===== src/rtl/stream_reader_scheduler.sv =====
// Sequences row-by-row reads across the activation line-buffer stream readers.
// Defining STREAM_SCHEDULER_PERF_COUNTER_EN adds the o_stall_cycles counter.
module stream_reader_scheduler #(
    parameter int unsigned NUMBER_OF_ACTIVATION_LINE_BUFFERS = 4,
    parameter int unsigned ACTIVATION_LINE_BUFFER_DEPTH      = 1024,
    parameter int unsigned ROW_COUNT_WIDTH                   = 16,
    localparam int unsigned AW = $clog2(ACTIVATION_LINE_BUFFER_DEPTH),
    localparam int unsigned NB = NUMBER_OF_ACTIVATION_LINE_BUFFERS
) (
    input  logic                       clk,
    input  logic                       resetn,
    input  logic                       i_local_resetn,
    input  logic                       i_start,
    input  logic [ROW_COUNT_WIDTH-1:0] i_num_rows,
    input  logic [ROW_COUNT_WIDTH-1:0] i_row_length,
    input  logic [AW-1:0]              i_base_address,
    output logic [NB-1:0]              o_stream_read_enable,
    output logic                       o_start_stream_readers,
    output logic [AW-1:0]              o_stream_read_start_address,
    input  logic                       i_beat_valid,
    input  logic                       i_beat_ready,
    output logic                       o_busy,
    output logic                       o_done
`ifdef STREAM_SCHEDULER_PERF_COUNTER_EN
    ,
    output logic [31:0]                o_stall_cycles
`endif
);

    localparam int unsigned SW = $clog2(NB);

    typedef enum logic [2:0] {
        StIdle,
        StLaunch,
        StStream,
        StNext,
        StDone
    } state_t;

    state_t                     r_state;
    logic [ROW_COUNT_WIDTH-1:0] r_num_rows;
    logic [ROW_COUNT_WIDTH-1:0] r_row_length;
    logic [ROW_COUNT_WIDTH-1:0] r_row;
    logic [ROW_COUNT_WIDTH-1:0] r_beat;
    logic [AW-1:0]              r_len_mod;
    logic [AW-1:0]              r_addr;
    logic [NB-1:0]              r_enable;
    logic                       r_start_pulse;
    logic                       r_busy;
    logic                       r_done;

    logic                       w_reset;
    logic                       w_start_ok;
    logic                       w_beat_accept;
    logic [ROW_COUNT_WIDTH-1:0] w_row_next;
    logic [ROW_COUNT_WIDTH-1:0] w_beat_next;
    logic [NB-1:0]              w_sel_next;
    logic                       w_group_wrap;
    logic [AW:0]                w_addr_sum;
    logic [AW-1:0]              w_addr_next;

    assign w_reset       = !resetn || !i_local_resetn;
    assign w_start_ok    = (i_num_rows != '0) && (i_row_length != '0);
    assign w_beat_accept = i_beat_valid && i_beat_ready;
    assign w_row_next    = r_row + ROW_COUNT_WIDTH'(1);
    assign w_beat_next   = r_beat + ROW_COUNT_WIDTH'(1);
    assign w_sel_next    = NB'(1) << w_row_next[SW-1:0];

    // A new buffer group starts every NB rows; the address advances by one row length then.
    assign w_group_wrap  = (w_row_next[SW-1:0] == '0);
    assign w_addr_sum    = {1'b0, r_addr} + {1'b0, r_len_mod};
    assign w_addr_next   = (w_addr_sum >= (AW+1)'(ACTIVATION_LINE_BUFFER_DEPTH)) ?
                           AW'(w_addr_sum - (AW+1)'(ACTIVATION_LINE_BUFFER_DEPTH)) :
                           w_addr_sum[AW-1:0];

    always_ff @(posedge clk) begin
        if (w_reset) begin
            r_state       <= StIdle;
            r_num_rows    <= '0;
            r_row_length  <= '0;
            r_row         <= '0;
            r_beat        <= '0;
            r_len_mod     <= '0;
            r_addr        <= '0;
            r_enable      <= '0;
            r_start_pulse <= 1'b0;
            r_busy        <= 1'b0;
            r_done        <= 1'b0;
        end else begin
            r_start_pulse <= 1'b0;
            r_done        <= 1'b0;
            case (r_state)
                StIdle: begin
                    if (i_start && w_start_ok) begin
                        r_num_rows    <= i_num_rows;
                        r_row_length  <= i_row_length;
                        r_len_mod     <= AW'(32'(i_row_length) %
                                             32'(ACTIVATION_LINE_BUFFER_DEPTH));
                        r_addr        <= i_base_address;
                        r_row         <= '0;
                        r_beat        <= '0;
                        r_enable      <= NB'(1);
                        r_start_pulse <= 1'b1;
                        r_busy        <= 1'b1;
                        r_state       <= StLaunch;
                    end else if (i_start) begin
                        r_busy  <= 1'b1;
                        r_state <= StDone;
                    end
                end
                StLaunch: begin
                    r_beat  <= '0;
                    r_state <= StStream;
                end
                StStream: begin
                    if (w_beat_accept) begin
                        r_beat <= w_beat_next;
                        if (w_beat_next == r_row_length) begin
                            r_enable <= '0;
                            r_state  <= StNext;
                        end
                    end
                end
                StNext: begin
                    r_row <= w_row_next;
                    if (w_row_next == r_num_rows) begin
                        r_state <= StDone;
                    end else begin
                        r_enable      <= w_sel_next;
                        r_start_pulse <= 1'b1;
                        if (w_group_wrap) begin
                            r_addr <= w_addr_next;
                        end
                        r_state <= StLaunch;
                    end
                end
                StDone: begin
                    r_busy  <= 1'b0;
                    r_done  <= 1'b1;
                    r_state <= StIdle;
                end
                default: begin
                    r_enable <= '0;
                    r_busy   <= 1'b0;
                    r_state  <= StIdle;
                end
            endcase
        end
    end

    assign o_stream_read_enable        = r_enable;
    assign o_start_stream_readers      = r_start_pulse;
    assign o_stream_read_start_address = r_addr;
    assign o_busy                      = r_busy;
    assign o_done                      = r_done;

`ifdef STREAM_SCHEDULER_PERF_COUNTER_EN
    logic [31:0] r_stall_cycles;

    always_ff @(posedge clk) begin
        if (w_reset) begin
            r_stall_cycles <= '0;
        end else if (r_state == StIdle && i_start) begin
            r_stall_cycles <= '0;
        end else if (r_state == StStream && i_beat_valid && !i_beat_ready &&
                     r_stall_cycles != '1) begin
            r_stall_cycles <= r_stall_cycles + 32'd1;
        end
    end

    assign o_stall_cycles = r_stall_cycles;
`endif

endmodule


===== config.mk =====
export PLATFORM = sky130hd
export DESIGN_NAME = stream_reader_scheduler
export DESIGN_NICKNAME = d
export VERILOG_FILES = /design/src/rtl/stream_reader_scheduler.sv
export SDC_FILE = /design/constraint.sdc
export NUM_CORES = 1
export LEC_CHECK = 0
export BUFFER_PORTS_ARGS = -buffer_cell sky130_fd_sc_hd__buf_4
export CAP_MARGIN = 20
export CORE_MARGIN = 5
export CORE_UTILIZATION = 30
export CTS_BUF_LIST = sky130_fd_sc_hd__clkbuf_4
export DETAILED_ROUTE_END_ITERATION = 7
export MAX_ROUTING_LAYER = met4
export PLACE_DENSITY = 0.56
export SYNTH_ARGS = -nofsm -noshare
export SYNTH_HDL_FRONTEND = slang
export SYNTH_SLANG_ARGS = --single-unit

===== constraint.sdc =====
create_clock -name clk -period 4.3 [get_ports clk]
set_clock_uncertainty 0.2 [all_clocks]
set_input_delay 0 -clock clk [delete_from_list [all_inputs] [get_ports clk]]
set_output_delay 0 -clock clk [all_outputs]
set_load 0.02 [all_outputs]

==> results of run 1 <==
## worst reg2reg max path: cells and delay by family, from the launching register on
kind	cells	cell delay, ns
DFF	1	0.48
AOI/OAI and AO/OA	6	1.16
and+or+nand+nor	2	0.70
adders and majority gates	1	0.36
## cell type report
type                       instances  area (µm²)
clock buffer                      11        82.6
clock inverter                     5        76.3
sequential                        84        1680
inverter                          14        52.6
multi-input combinational        487        3210
fill                            1816       10800
tap                              225         282
antenna                            1        2.50
timing repair buffer             115         981
## Yosys cell counts, types with 7 or more instances
master / n / area (µm²)
nor2_1: 89 / 334
dfxtp_1: 84 / 1680
o21ai_0: 44 / 220
mux2i_1: 39 / 390
nand2_1: 36 / 135
a21oi_1: 34 / 170
xnor2_1: 29 / 254
nand3_1: 25 / 125
nor3_1: 22 / 110
nor4_1: 21 / 131
xor2_1: 17 / 149
clkbuf_1: 16 / 60.1
ha_1: 15 / 188
inv_1: 13 / 48.8
and3_1: 10 / 62.6
buf_2: 10 / 50.1
nand4_1: 8 / 50.1
a31oi_1: 7 / 43.8
buf_4: 7 / 52.6
## placed cells by master (no fill, tap or decap), types with 3 or more instances in the layout
master | netlist | routed
nor2_1 | 89 | 89
dfxtp_1 | 84 | 84
buf_4 | 7 | 68
dlygate4sd3_1 | 0 | 47
o21ai_0 | 44 | 44
mux2i_1 | 39 | 39
nand2_1 | 36 | 35
a21oi_1 | 34 | 34
xnor2_1 | 29 | 29
nand3_1 | 25 | 25
nor3_1 | 22 | 22
nor4_1 | 21 | 21
xor2_1 | 17 | 17
ha_1 | 15 | 15
inv_1 | 13 | 13
clkbuf_4 | 0 | 11
and3_1 | 10 | 10
nand4_1 | 8 | 8
a31oi_1 | 7 | 7
a211oi_1 | 6 | 6
nor3b_1 | 5 | 5
and4_1 | 4 | 4
o31ai_1 | 4 | 4
o21ai_1 | 4 | 4
a311oi_2 | 4 | 4
nand3b_1 | 3 | 3
nand4_2 | 3 | 3
nor4_2 | 3 | 3
or3_1 | 4 | 3
## kinds of logic (layout without fill, tap and decap cells)
| family | Yosys count | count (layout) |
|---|---|---|
| buffers and inverters | 56 | 145 |
| AOI/OAI and AO/OA | 132 | 132 |
| adders and majority gates | 16 | 16 |
| and+or+nand+nor | 252 | 252 |
| other | 0 | 1 |
| xor gates and xnor gates | 47 | 47 |
| DFF | 84 | 84 |
| muxes | 40 | 40 |
## routing by layer
metal | track usage [%] | vias to the layer above
met4 | 4.55 | 0
met2 | 23.5 | 129
met3 | 1.95 | 18
met5 | - | -
li1 | - | 2439
met1 | 21.5 | 2220
## per-stage QoR
step           power (mW)  std cells  hold slack [ns]
6_report             1.60        942           0.0788
2_1_floorplan       0.967        627          -0.0593
3_5_place_dp         1.05        878           0.0502
3_3_place_gp         1.05        878           0.0405
5_1_grt              1.68        942            0.109
4_1_cts              1.61        941           0.0556
## worst max path at each step
stage               startpoint                        endpoint  depth (start not counted)
global route          r_row[0]  o_stream_read_start_address[1]                          8
CTS                  r_beat[0]         o_stream_read_enable[0]                          9
detailed placement   r_beat[0]         o_stream_read_enable[0]                          9
finish               r_beat[0]         o_stream_read_enable[2]                          9
global placement     r_beat[0]         o_stream_read_enable[0]                          9
floorplan            r_beat[0]         o_stream_read_enable[0]                          9
## report_power, final
part,switching (mW),internal [mW],leakage [nW]
Sequential,0.0189,0.796,0.681
Combinational,0.128,0.128,1.69
Clock,0.281,0.247,0.0845
Total,0.428,1.17,2.46
## repair_timing
item,4_1_cts,5_1_grt
hold buffers,47,0
buffers inserted,0,0
endpoints found under the hold margin,50,0
setup endpoints to repair,0,0
## registers in the layout, summed over array words and instances (netlist names)
name	flops
o_start_stream_readers	1
o_done	1
r_row_length	16
r_num_rows	16
o_busy	1
o_stream_read_start_address	10
o_stream_read_enable	4
r_beat	16
r_row	16
r_state	3
==> flow_summary.yaml, run 1 <==
synthesis:
  synth-xor-area-share_pct: 8.06
  synth_cell_types: 71
  ys.flop_type: "dfxtp_1"
  ys_warn_count: 0
  synth-adder-area-share_pct: 3.99
  synth_seq_cells: 84
  synth_seq_area_share_pct: 32.3
  synthCells: 627
  synthMuxAreaShare_pct: 7.72
  synth-compound-area-share_pct: 16.8
  syn_area_per_cell_um2: 8.29
  synthArstFlopShare_pct: 0
  syn-cell-area_um2: 5200
  synth_edf_count: 0
  synth_top_family_by_area: "simple AND/OR/NAND/NOR gates"
  synth_nets: 691
  synth-simple-area-share_pct: 25.1
drt:
  dr.max_layer_used: "met4"
  drt_wl_total_um: 14700
  drc: 0
  dr.pass1.iters: 5
  drt_iter0_markers: 335
  vias_per_cell: 5.10
  wl_met1_um: 7450
  ant_nets: 0
  wl_met3_um: 560
  wl_met2_um: 6470
  vias: 4806
  wl_per_cell_um: 15.6
cells_and_area:
  layout-drive-gt1-share_pct: 15.4
  fin_nets: 775
  final_cell_area_um2: 6370
  utilization_pct: 37.1
  area_delta_synth_final_pct: 22.5
placed_design:
  dpl_cell_area_um2: 5740
  numPortBuffers: 64
  dpl_worst_slack_ns: 1.29
  gp_congestion: 0.841
  hpwl_um: 10600
clock_tree:
  cts.clk_slew.worst_paths_ns: 0.14
  clkLatencyLatePin_ns: 0.44
  cts_root_buf: "clkbuf_4"
  cts_sinks: 84
  cts_tree: "done"
  h-tree-depth: 3
  post_cts_resized: 0
  cts_buffer_depth: 2
  cts_buffers: 9
power_and_ir_drop:
  peakVddDrop_v: 0.000109
  powerDensity_nw_per_um2: 251
  p_leak_nw: 2.46
timing:
  rsz0062_at_grt: "no"
  fin_crit_ns: 3.01
  maxSlewHeadroom_pct: 41.7
  final_max_slew_viol_count: 0
  max_freq_mhz: 332
  setup_viol: 0
  tns_ns: 0
  worstMarginPinSlew_ns: 0.875
  fin_crit_sh_pct: 70.0
  setup_ws_ns: 1.29
  finalHoldViolCount: 0
setup_path:
  startpoint_type: "register"
  critPathBufInv: 0
  cp_slowest_cell: "or4_4"
  worstPathArrival_ns: 3.13
  cp_max_fo: 7
  required_ns: 4.42
  crit_type: "register to register"
  slowest_delay_ns: 0.55
  end_kind: "register"
  r2r_slack_ns: 1.29
  r2r-end: "o_stream_read_enable[2]"
  cp_top_family: "compound AO/OA/AOI/OAI gates"
  rr_worst_depth: 9
  crit_chain: "ha_1 -> nand3_4 -> or4_4 -> a2111oi_4 -> o2111ai_1 -> o31ai_2 -> a22oi_2 -> o21ai_1 -> a21oi_1"
  r2r-start: "r_beat[0]"
global_route:
  grt_pass1_vias: 4551
  gr-total-overflow: 0
  grt_max_degree: 42
  antenna_found_initial: 1
  grt_usage_pct: 15.4
  grt_pass1_wl_um: 24200
floorplan:
  die_area_um2: 20100
  io_pins: 65
  start_util_pct: 30.3
  fp.dieW_um: 142
  fp.dieH_um: 142
  rows: 48
  core_um2: 17200
worst_hold_path:
  min_path_cells: 7
  holdPathEnd: "r_beat[9]"
  hp-class: "input port to register"
  hold_start: "i_beat_ready"
flow_run:
  drv_cap: 0
status:
  status: "finished clean"
Note: power is estimated with default switching activity, not from simulation.
==> inputs of run 2 (changes only) <==
==> constraint.sdc (replaced) <==
create_clock -name clk -period 2.84 [get_ports clk]
set_clock_uncertainty 0.2 [all_clocks]
set_input_delay 0 -clock clk [delete_from_list [all_inputs] [get_ports clk]]
set_output_delay 0 -clock clk [all_outputs]
set_load 0.02 [all_outputs]
==> run 2 against run 1 <==
First-iteration DRC count up 13%. Sequential power up 51%. Die area unchanged. Flip-flop and latch count unchanged. Sequential share of layout area down 1.2 points. Wire length up 3.8%. Maximum frequency up 11%. Largest power group unchanged.
==> flow_summary.yaml, run 2 (synthesis results as in run 1) <==
drt:
  drc: 0
  ant_nets: 0
  wl_per_cell_um: 15.7
  vias: 4921
  drt_iter0_markers: 378
  dr.pass1.iters: 5
  drt_wl_total_um: 15300
  vias_per_cell: 5.04
floorplan:
  fp.dieH_um: 142
  fp.dieW_um: 142
  rows: 48
  die_area_um2: 20100
  io_pins: 65
  core_um2: 17200
  start_util_pct: 30.3
clock_tree:
  cts_sinks: 84
  postCtsSetupBuffers: 0
  cts_tree: "done"
  h-tree-depth: 3
  cts.clk_slew.worst_paths_ns: 0.14
  clkLatencyLatePin_ns: 0.47
  cts_buffer_depth: 2
  cts_buffers: 9
  cts_root_buf: "clkbuf_4"
placed_design:
  hpwl_um: 11100
  dp.cells: 913
  dpl_cell_area_um2: 6040
  numPortBuffers: 64
  gp_congestion: 0.878
cells_and_area:
  num-fill-cells: 1804
  fin_cells: 976
  final_cell_mix: "buf_4 (100), nor2_1 (89), dfxtp_1 (79), dlygate4sd3_1 (47), o21ai_0 (43)"
  multiInputGateArea_um2: 3240
  fin_nets: 810
  final_cell_area_um2: 6690
  layout_commonest_cell: "buf_4"
  area_delta_synth_final_pct: 28.7
  final-seq-area_um2: 1690
  layout-drive-gt1-share_pct: 20.7
power_and_ir_drop:
  powerDensity_nw_per_um2: 362
  peakVddDrop_v: 0.000180
  p_leak_nw: 2.65
setup_path:
  required_ns: 2.98
  worstPathArrival_ns: 2.86
  crit_type: "register to register"
  critPathBufInv: 0
  end_kind: "register"
  r2r-end: "o_stream_read_enable[0]"
  crit_chain: "ha_2 -> nand3_4 -> or4_4 -> a2111oi_4 -> o2111ai_2 -> o31ai_2 -> a22oi_2 -> o21ai_1 -> a21oi_1"
  rr_worst_depth: 9
  startpoint_type: "register"
  crit_end: "o_stream_read_enable[0]"
  r2r_slack_ns: 0.12
  cp_slowest_cell: "or4_4"
  cp_top_family: "compound AO/OA/AOI/OAI gates"
  cp_max_fo: 6
  r2r-start: "r_beat[1]"
  slowest_delay_ns: 0.55
  crit_path_start: "r_beat[1]"
  crit_cells: 9
flow_run:
  drv_cap: 0
global_route:
  grt_usage_pct: 16.0
  antenna_found_initial: 1
  grt_max_degree: 42
  gr-total-overflow: 0
  grt_pass1_wl_um: 25200
  grt_pass1_vias: 4753
status:
  status: "finished clean"
timing:
  worstMarginPinSlew_ns: 0.864
  max_freq_mhz: 368
  setup_viol: 0
  tns_ns: 0
  final_max_slew_viol_count: 0
  fin_crit_sh_pct: 95.8
  finalHoldViolCount: 0
  fin_crit_ns: 2.72
  maxSlewHeadroom_pct: 42.2
worst_hold_path:
  hp-class: "input port to register"
==> run 2: cell types whose count changed in the layout (fill, tap and decap cells not counted), moves of 3 or more <==
| cell | delta |
|---|---|
| buf_12 | +3 |
| dfxtp_1 | -5 |
| buf_4 | +32 |
| dfxtp_2 | +5 |
==> run 2: per-stage QoR <==
stage	setup WS [ns]	total power, mW	util (%)	hold WS (ns)
floorplan	0.134	1.46	-	-0.0593
global placement	0.126	1.61	35.2	0.0403
detailed placement	0.107	1.61	35.2	0.0496
CTS	0.0709	2.45	38.8	0.0404
global route	-0.0214	2.54	39.0	0.0936
finish	0.121	2.42	39.0	0.0705
==> run 2: how the worst min path moves through the flow <==
stage / to / from / slack (ns) / cells after the start
final: r_beat[11] / i_beat_ready / 0.07 / 7
after global routing: r_beat[11] / i_beat_ready / 0.09 / 7
after CTS: r_beat[11] / i_beat_ready / 0.04 / 7
after detailed placement: r_num_rows[2] / i_num_rows[2] / 0.05 / 3
after global placement: r_num_rows[2] / i_num_rows[2] / 0.04 / 3
after floorplan: o_busy / i_start / -0.06 / 2
==> run 2: final cells by class <==
| cell class | instances | share of cell area, % |
|---|---|---|
| Multi-Input combinational cell | 487 | 48.3 |
| Sequential cell | 84 | 25.2 |
| Timing Repair Buffer | 150 | 19.1 |
| Tap cell | 225 | 4.21 |
| Clock inverter | 5 | 1.16 |
| Clock buffer | 10 | 1.12 |
| Inverter | 14 | 0.785 |
| Antenna cell | 1 | 0.0374 |
==> run 2: per-layer routing <==
layer | GRT usage, % | vias up | wire [µm]
met2 | 23.7 | 116 | 6660
met1 | 22.2 | 2278 | 7550
met3 | 2.66 | 24 | 715
li1 | - | 2503 | -
met5 | - | - | 0
met4 | 5.61 | 0 | 361
==> run 2: worst min-delay path: stages <==
cell and delay [ns]:
buf_4 0.11, nand3b_1 0.07, a221oi_1 0.09, buf_4 0.21, o21ai_0 0.09, a21oi_1 0.06, nor2_1 0.07
==> run 2: timing repair <==
item,CTS,global route
gates resized for setup,0,11
hold buffers,47,0
endpoints found under the hold margin,52,0
endpoints found under the setup margin,0,8
==> run 2: power by group <==
group / switching [mW] / internal, mW / leakage (nW)
clock network: 0.429 / 0.359 / 0.0822
logic: 0.196 / 0.206 / 1.88
registers: 0.0268 / 1.20 / 0.683
